**config.mk**
```make
export PLATFORM = sky130hd
export DESIGN_NAME = store_size_rmw
export DESIGN_NICKNAME = d
export VERILOG_FILES = /design/src/rtl/store_size_rmw.sv
export SDC_FILE = /design/constraint.sdc
export NUM_CORES = 1
export LEC_CHECK = 0
export ABC_CLOCK_PERIOD_IN_PS = 2700
export BUFFER_PORTS_ARGS = -buffer_cell sky130_fd_sc_hd__buf_2
export CORE_UTILIZATION = 53
export DETAILED_ROUTE_END_ITERATION = 12
export HOLD_SLACK_MARGIN = 0.08
export PLACE_DENSITY_LB_ADDON = 0.12
export SYNTH_ARGS = -nofsm -noshare
export SYNTH_HDL_FRONTEND = slang
export SYNTH_SLANG_ARGS = --single-unit
```
**constraint.sdc**
```tcl
create_clock -name clk -period 2.7 [get_ports clk]
set_input_delay 0.405 -clock clk [delete_from_list [all_inputs] [get_ports clk]]
set_output_delay 0.405 -clock clk [all_outputs]
set_load 0.05 [all_outputs]
```
**src/rtl/store_size_rmw.sv**
```systemverilog
// Sized store unit: sw writes straight through, sh/sb read the target word,
// merge the new low half/byte into it, and write the whole word back.
module store_size_rmw #(
    parameter int MEM_LATENCY = 1
) (
    input  logic        clk,
    input  logic        reset,
    input  logic        start,
    input  logic [1:0]  SScontrol,
    input  logic [31:0] addr,
    input  logic [31:0] B_in,
    input  logic [31:0] mem_rdata,
    output logic [31:0] mem_addr,
    output logic [31:0] mem_wdata,
    output logic        mem_wr,
    output logic        busy,
    output logic        done
);

    typedef enum logic [2:0] {
        S_IDLE  = 3'd0,
        S_READ  = 3'd1,
        S_WAIT  = 3'd2,
        S_WRITE = 3'd3,
        S_DONE  = 3'd4
    } state_t;

    localparam logic [1:0] SS_NOP    = 2'b00;
    localparam logic [1:0] SS_SW     = 2'b01;
    localparam logic [1:0] SS_SB     = 2'b10;
    localparam logic [1:0] SS_SH     = 2'b11;
    localparam logic [1:0] WAIT_LOAD = 2'(MEM_LATENCY - 1);

    state_t      state_q, state_d;
    logic [1:0]  ss_q, ss_d;
    logic [1:0]  cnt_q, cnt_d;
    logic [31:0] addr_q, addr_d;
    logic [31:0] data_q, data_d;
    logic [31:0] merge_q, merge_d;
    logic [31:0] mem_addr_q, mem_addr_d;
    logic [31:0] mem_wdata_q, mem_wdata_d;
    logic        mem_wr_q, mem_wr_d;
    logic        busy_q, busy_d;
    logic        done_q, done_d;

    function automatic logic [31:0] merge_store(input logic [1:0]  ss,
                                                input logic [31:0] old_w,
                                                input logic [31:0] b);
        logic [31:0] w;
        case (ss)
            SS_SH:   w = {old_w[31:16], b[15:0]};
            SS_SB:   w = {old_w[31:8], b[7:0]};
            default: w = b;
        endcase
        return w;
    endfunction

    // State, latched operands and registered outputs.
    always_ff @(posedge clk or negedge reset) begin
        if (!reset) begin
            state_q     <= S_IDLE;
            ss_q        <= 2'b00;
            cnt_q       <= 2'b00;
            addr_q      <= 32'h0000_0000;
            data_q      <= 32'h0000_0000;
            merge_q     <= 32'h0000_0000;
            mem_addr_q  <= 32'h0000_0000;
            mem_wdata_q <= 32'h0000_0000;
            mem_wr_q    <= 1'b0;
            busy_q      <= 1'b0;
            done_q      <= 1'b0;
        end else begin
            state_q     <= state_d;
            ss_q        <= ss_d;
            cnt_q       <= cnt_d;
            addr_q      <= addr_d;
            data_q      <= data_d;
            merge_q     <= merge_d;
            mem_addr_q  <= mem_addr_d;
            mem_wdata_q <= mem_wdata_d;
            mem_wr_q    <= mem_wr_d;
            busy_q      <= busy_d;
            done_q      <= done_d;
        end
    end

    // Next-state logic; operands are captured only when accepting a request.
    always_comb begin
        state_d = state_q;
        ss_d    = ss_q;
        cnt_d   = cnt_q;
        addr_d  = addr_q;
        data_d  = data_q;
        merge_d = merge_q;
        case (state_q)
            S_IDLE: begin
                if (start) begin
                    ss_d   = SScontrol;
                    addr_d = addr;
                    data_d = B_in;
                    case (SScontrol)
                        SS_SW:        state_d = S_WRITE;
                        SS_SH, SS_SB: state_d = S_READ;
                        SS_NOP:       state_d = S_DONE;
                        default:      state_d = S_DONE;
                    endcase
                end else begin
                    state_d = S_IDLE;
                end
            end
            S_READ: begin
                state_d = S_WAIT;
                cnt_d   = WAIT_LOAD;
            end
            S_WAIT: begin
                if (cnt_q == 2'd0) begin
                    merge_d = mem_rdata;
                    state_d = S_WRITE;
                end else begin
                    cnt_d = cnt_q - 2'd1;
                end
            end
            S_WRITE: state_d = S_DONE;
            S_DONE:  state_d = S_IDLE;
            default: state_d = S_IDLE;
        endcase
    end

    // Outputs are decoded from the next state so they line up with it once registered.
    always_comb begin
        mem_addr_d  = mem_addr_q;
        mem_wdata_d = mem_wdata_q;
        mem_wr_d    = (state_d == S_WRITE);
        busy_d      = (state_d != S_IDLE);
        done_d      = (state_d == S_DONE);
        case (state_d)
            S_READ, S_WAIT: mem_addr_d = addr_d;
            S_WRITE: begin
                mem_addr_d  = addr_d;
                mem_wdata_d = merge_store(ss_d, merge_d, data_d);
            end
            default: mem_addr_d = mem_addr_q;
        endcase
    end

    assign mem_addr  = mem_addr_q;
    assign mem_wdata = mem_wdata_q;
    assign mem_wr    = mem_wr_q;
    assign busy      = busy_q;
    assign done      = done_q;

endmodule

```
Word-level counts from Yosys, hierarchy flattened
Cells that the tools add are included.
Storage, ports and cells
  bits in registers: 170
  bits of input ports: 101
  output and inout bits: 67
  word-level logic and storage cells: 50
Cells by class
  add/sub/neg operators: 1
  eq/ne operators: 13
  muxes and demuxes: 15
  reduce and logical (&&, ||, !) cells: 9
Operators by type and width (number)
  $mux W32: 6
  $pmux W32 S2: 1
  $eq A3 B2 Y1 const B: 4
  $pmux W3 S4: 1
  $pmux W3 S3: 1
  $eq A2 B2 Y1 const B: 4
  $eq A3 B1 Y1 const B: 2
  $mux W2: 3
  $mux W3: 2
  $logic_not A2 Y1: 2
  $pmux W2 S2: 1
  $reduce_and A2 Y1: 2
  $eq A3 B3 Y1 const B: 1
  $logic_not A3 Y1: 1
  $reduce_bool A3 Y1: 1
  $reduce_or A3 Y1: 1
  $eq A2 B1 Y1 const B: 1
  $ne A2 B2 Y1 const B: 1
  $reduce_bool A2 Y1: 1
  $reduce_or A2 Y1: 1
  $sub A2 B1 Y2 const B: 1

Logic depth before layout (Yosys ltp)
  depth after elaboration: 7
  gate-level depth with buffers: 9
  mapped depth without buffers: 6

Least setup slack after synthesis
Ideal clock, no wire load.
  path type: reg-to-reg
  from: reg cnt_q[0]
  to: reg mem_wdata_q[3], in the netlist mem_wdata[3]
  library setup time: 0.127 ns
  arrival time: 1.894 ns
  required time: 2.573 ns
  slack: 0.678 ns
  stages on the path, launching flop included: 10
  clock period less this slack: 2.022 ns
  cell sequence: dfrtp_1 inv_1 ha_1 nor4bb_1 buf_4 a21o_1 and2_1 buf_4 buf_6 mux2_1
Between the ends
  longest elaborated chain between the ends: 4
Ends and longest elaborated chain
  from (decl): RTL line 36  | logic [1:0] cnt_q, cnt_d;
  from (signal assigned): RTL line 75  | cnt_q <= cnt_d;
  $logic_not A2 Y1: RTL line 116  | if (cnt_q == 2'd0) begin
  $mux W3: RTL line 116
  $pmux W3 S4: RTL line 95  | case (state_q)
  $eq A3 B2 Y1: RTL line 136  | case (state_d)
  to (signal assigned): RTL line 80  | mem_wdata_q <= mem_wdata_d;
  to (decl): RTL line 41  | logic [31:0] mem_wdata_q, mem_wdata_d;
Every way passes these cells.
A chain may end at the register's enable or synchronous reset.

Worst setup path after layout
  from: reg state_q[0]
  to: reg mem_wdata_q[6], in the netlist mem_wdata[6]
Between the ends
  longest elaborated chain between the ends: 3
  elaborated cells on any way between the ends: 9
  those cells by class: eq/ne: 4; mux: 4; reduce/logical: 1
Ends and longest elaborated chain
  from (decl): RTL line 34  | state_t state_q, state_d;
  from (signal assigned): RTL line 73  | state_q <= state_d;
  $logic_not A3 Y1: RTL line 95
  $mux W32: RTL line 95
  via data_d[6]: RTL line 38  | logic [31:0] data_q, data_d;
  $pmux W32 S2: RTL line 50  | case (ss)
The timed path passes the listed nets, and every way through them passes these cells.

==> flow_metrics.env <==
export IMPL_routed_wl_microns=13010
export IMPL_dp_hpwl_microns=8864
export IMPL_cts_made_buffers=17
export IMPL_drive_above_1_share=0.5000
export IMPL_syn_to_final_growth_pct=23.31
export IMPL_report_final_slew_viol_count=0
export IMPL_synth_seq_cells=162
export IMPL_drcViolationCount=0
export IMPL_tritoncts="yes"
export IMPL_max_freq_mhz=429.7
export IMPL_wire_per_inst_microns=16.23
export IMPL_initial_utilization=0.5538
export IMPL_syn_nets=559
export IMPL_clkLatencyLatePin_ps=420
export IMPL_htreeDepth=4
export IMPL_design_core_area_sq_um=12260
export IMPL_clkTransAtPathRegs_ps=60
export IMPL_path_class="reg -> reg"
export IMPL_multi_input_area_sq_um=2432
export IMPL_min_path_type="in -> reg"
export IMPL_worst_pin_slew_ps=650.8
export IMPL_holdPathStages=2
export IMPL_track_usage=0.2112
export IMPL_fillers=912
export IMPL_place_inst=769
export IMPL_critPathLaunchType="flop"
export IMPL_period_minus_slack_ps=2327
export IMPL_final_cells=802
export IMPL_final_nets=724
export IMPL_holdWs_ps=223.4
export IMPL_status="complete, no violations"
export IMPL_core_rowCount=40
export IMPL_yosys_warnings=0
export IMPL_syn_inst=456
export IMPL_vias=4112
export IMPL_drt_iter0_markers=181
export IMPL_tns_ps=0
export IMPL_num_antenna_cells=0
export IMPL_end_kind="flop"
export IMPL_ios=168
export IMPL_die_area_sq_um=13270
export IMPL_crit_fanout=34
export IMPL_max_clock_path_buffers=2
export IMPL_setup_ws_ps=372.9
export IMPL_synth_area_per_cell_sq_um=14.89
export IMPL_cts_resized=0
export IMPL_grt_start_max_net_pins=71
export IMPL_detail_route_antenna_nets=0
export IMPL_crit_required_ps=3010
export IMPL_dp_slack_ps=347.0
export IMPL_syn_cell_area_sq_um=6790
export IMPL_drtPass1Iterations=4
export IMPL_fin_skew_ps=7.214
export IMPL_cts_sinks=162
export IMPL_die_w_microns=115.2
export IMPL_yosysSeqAreaShare=0.5970
export IMPL_grt_overflow=0
export IMPL_grt_pass1_vias=4271
export IMPL_grt_pass1_wl_microns=21150
export IMPL_die_height_microns=115.2
export IMPL_rsz0062_at_grt="false"
export IMPL_synth_cell_types=34
export IMPL_io_buffer_count=159
export IMPL_ff2ff_path_depth=4
export IMPL_hold_viol=0
export IMPL_slew_headroom=0.5662
export IMPL_fin_crit_sh=0.8619
export IMPL_cap_violations=0
export IMPL_worstPathArrival_ps=2630
export IMPL_setup_violations=0
export IMPL_place_congestion=0.7351
export IMPL_seqCellArea_sq_um=4054
export IMPL_antenna_found_initial=0
export IMPL_vias_per_cell=5.127
export IMPL_cts_root_buf="clkbuf_16"
[timing repair]
item                       in CTS  in global routing
buffers inserted                0                  0
hold endpoints to repair       68                  0
setup endpoints to repair       0                  0
hold buffers                    1                  0
[state kept, by name (all words and copies together), names as in the netlist]
| register | count |
|---|---|
| addr_q | 32 |
| data_q | 32 |
| mem_addr | 32 |
| mem_wdata | 32 |
| merge_q | 24 |
| state_q | 3 |
| cnt_q | 2 |
| ss_q | 2 |
| busy | 1 |
| done | 1 |
| mem_wr | 1 |
[critical path, cell delays in order, from the launching register on]
cell	delay (ps)
dfrtp_1	530
nor4b_4	470
buf_4	500
mux2_2	410
mux2_1	290
[layer usage]
layer | track usage | up-vias | routed length [microns]
met4 | 0.09264 | 0 | 269
li1 | - | 1926 | -
met3 | 0.06484 | 24 | 766
met1 | 0.2630 | 2049 | 5635
met5 | 0 | - | 0
met2 | 0.3414 | 113 | 6341
[Yosys cell counts (all sizes together)]
cell type	instances	share of area
a211o	8	0.010
a21o	11	0.012
a21oi	11	0.0081
a22o	2	0.0026
a31oi	8	0.0074
and2	1	0.00092
buf	26	0.031
clkbuf	2	0.0011
dfrtp	162	0.60
ha	2	0.0037
inv	27	0.015
mux2	121	0.22
mux2i	41	0.062
nand2	2	0.0011
nand2b	1	0.00092
nand3	1	0.00074
nand3b	1	0.0011
nor2	11	0.0085
nor2b	3	0.0028
nor4	1	0.00092
nor4b	1	0.0035
nor4bb	2	0.0029
o21ai	8	0.0059
o21bai	1	0.0011
o41ai	1	0.0013
or2	1	0.00092
[logic make-up (layout without fill, tap and decap cells)]
group	count (synthesis)	count (layout)	synth area share
multiplexers	162	162	0.2790
flip-flops	162	162	0.5970
adder cells (fa/ha/maj)	2	2	0.003685
buffers and inverters	55	233	0.04717
AND/OR/NAND/NOR	25	25	0.02433
AO/OA/AOI/OAI	50	50	0.04883
[stage by stage]
stage                     area [sq um]    util
final                             8373  0.6829
after global routing              8373  0.6829
after CTS                         8373  0.6829
after detailed placement          7755  0.6324
after global placement            7755  0.6324
after floorplan                   6790       -
[final timing paths]
kind,end,slack (ps),startpoint
worst max-delay path,mem_wdata[6],370,state_q[0]
max in group asynchronous,mem_wdata[26],1400,reset
worst min-delay path,data_q[24],220,B_in[24]
worst max register to register,mem_wdata[6],370,state_q[0]
worst min register to register,data_q[31],480,data_q[31]
min in group asynchronous,addr_q[7],560,reset
[placed cells by master (no fill, tap or decap), types with 2 or more instances in the layout]
| cell | count |
|---|---|
| inv_6 | 3 |
| clkinvlp_4 | 4 |
| a21oi_1 | 11 |
| a21o_1 | 11 |
| a211o_1 | 8 |
| buf_4 | 10 |
| mux2_1 | 15 |
| nor2b_1 | 3 |
| mux2_4 | 29 |
| clkbuf_16 | 17 |
| ha_1 | 2 |
| a22o_1 | 2 |
| buf_12 | 4 |
| o21ai_0 | 6 |
| nor2_1 | 10 |
| buf_2 | 158 |
| mux2i_1 | 40 |
| clkinv_2 | 2 |
| mux2_2 | 77 |
| a31oi_1 | 8 |
| bufinv_16 | 3 |
| o21ai_1 | 2 |
| nand2_1 | 2 |
| inv_1 | 27 |
| clkinv_4 | 3 |
| dfrtp_1 | 162 |
[layout make-up]
type	instances	area share
Multi-Input combinational cell	239	0.2905
Clock buffer	17	0.05081
Timing Repair Buffer	174	0.1155
Sequential cell	162	0.4842
Tap cell	168	0.02510
Inverter	27	0.01210
Clock inverter	15	0.02182
Power is left out: the tool's default activity adds up to more than one toggle a clock period on the data nets, which glitch-free logic cannot reach.
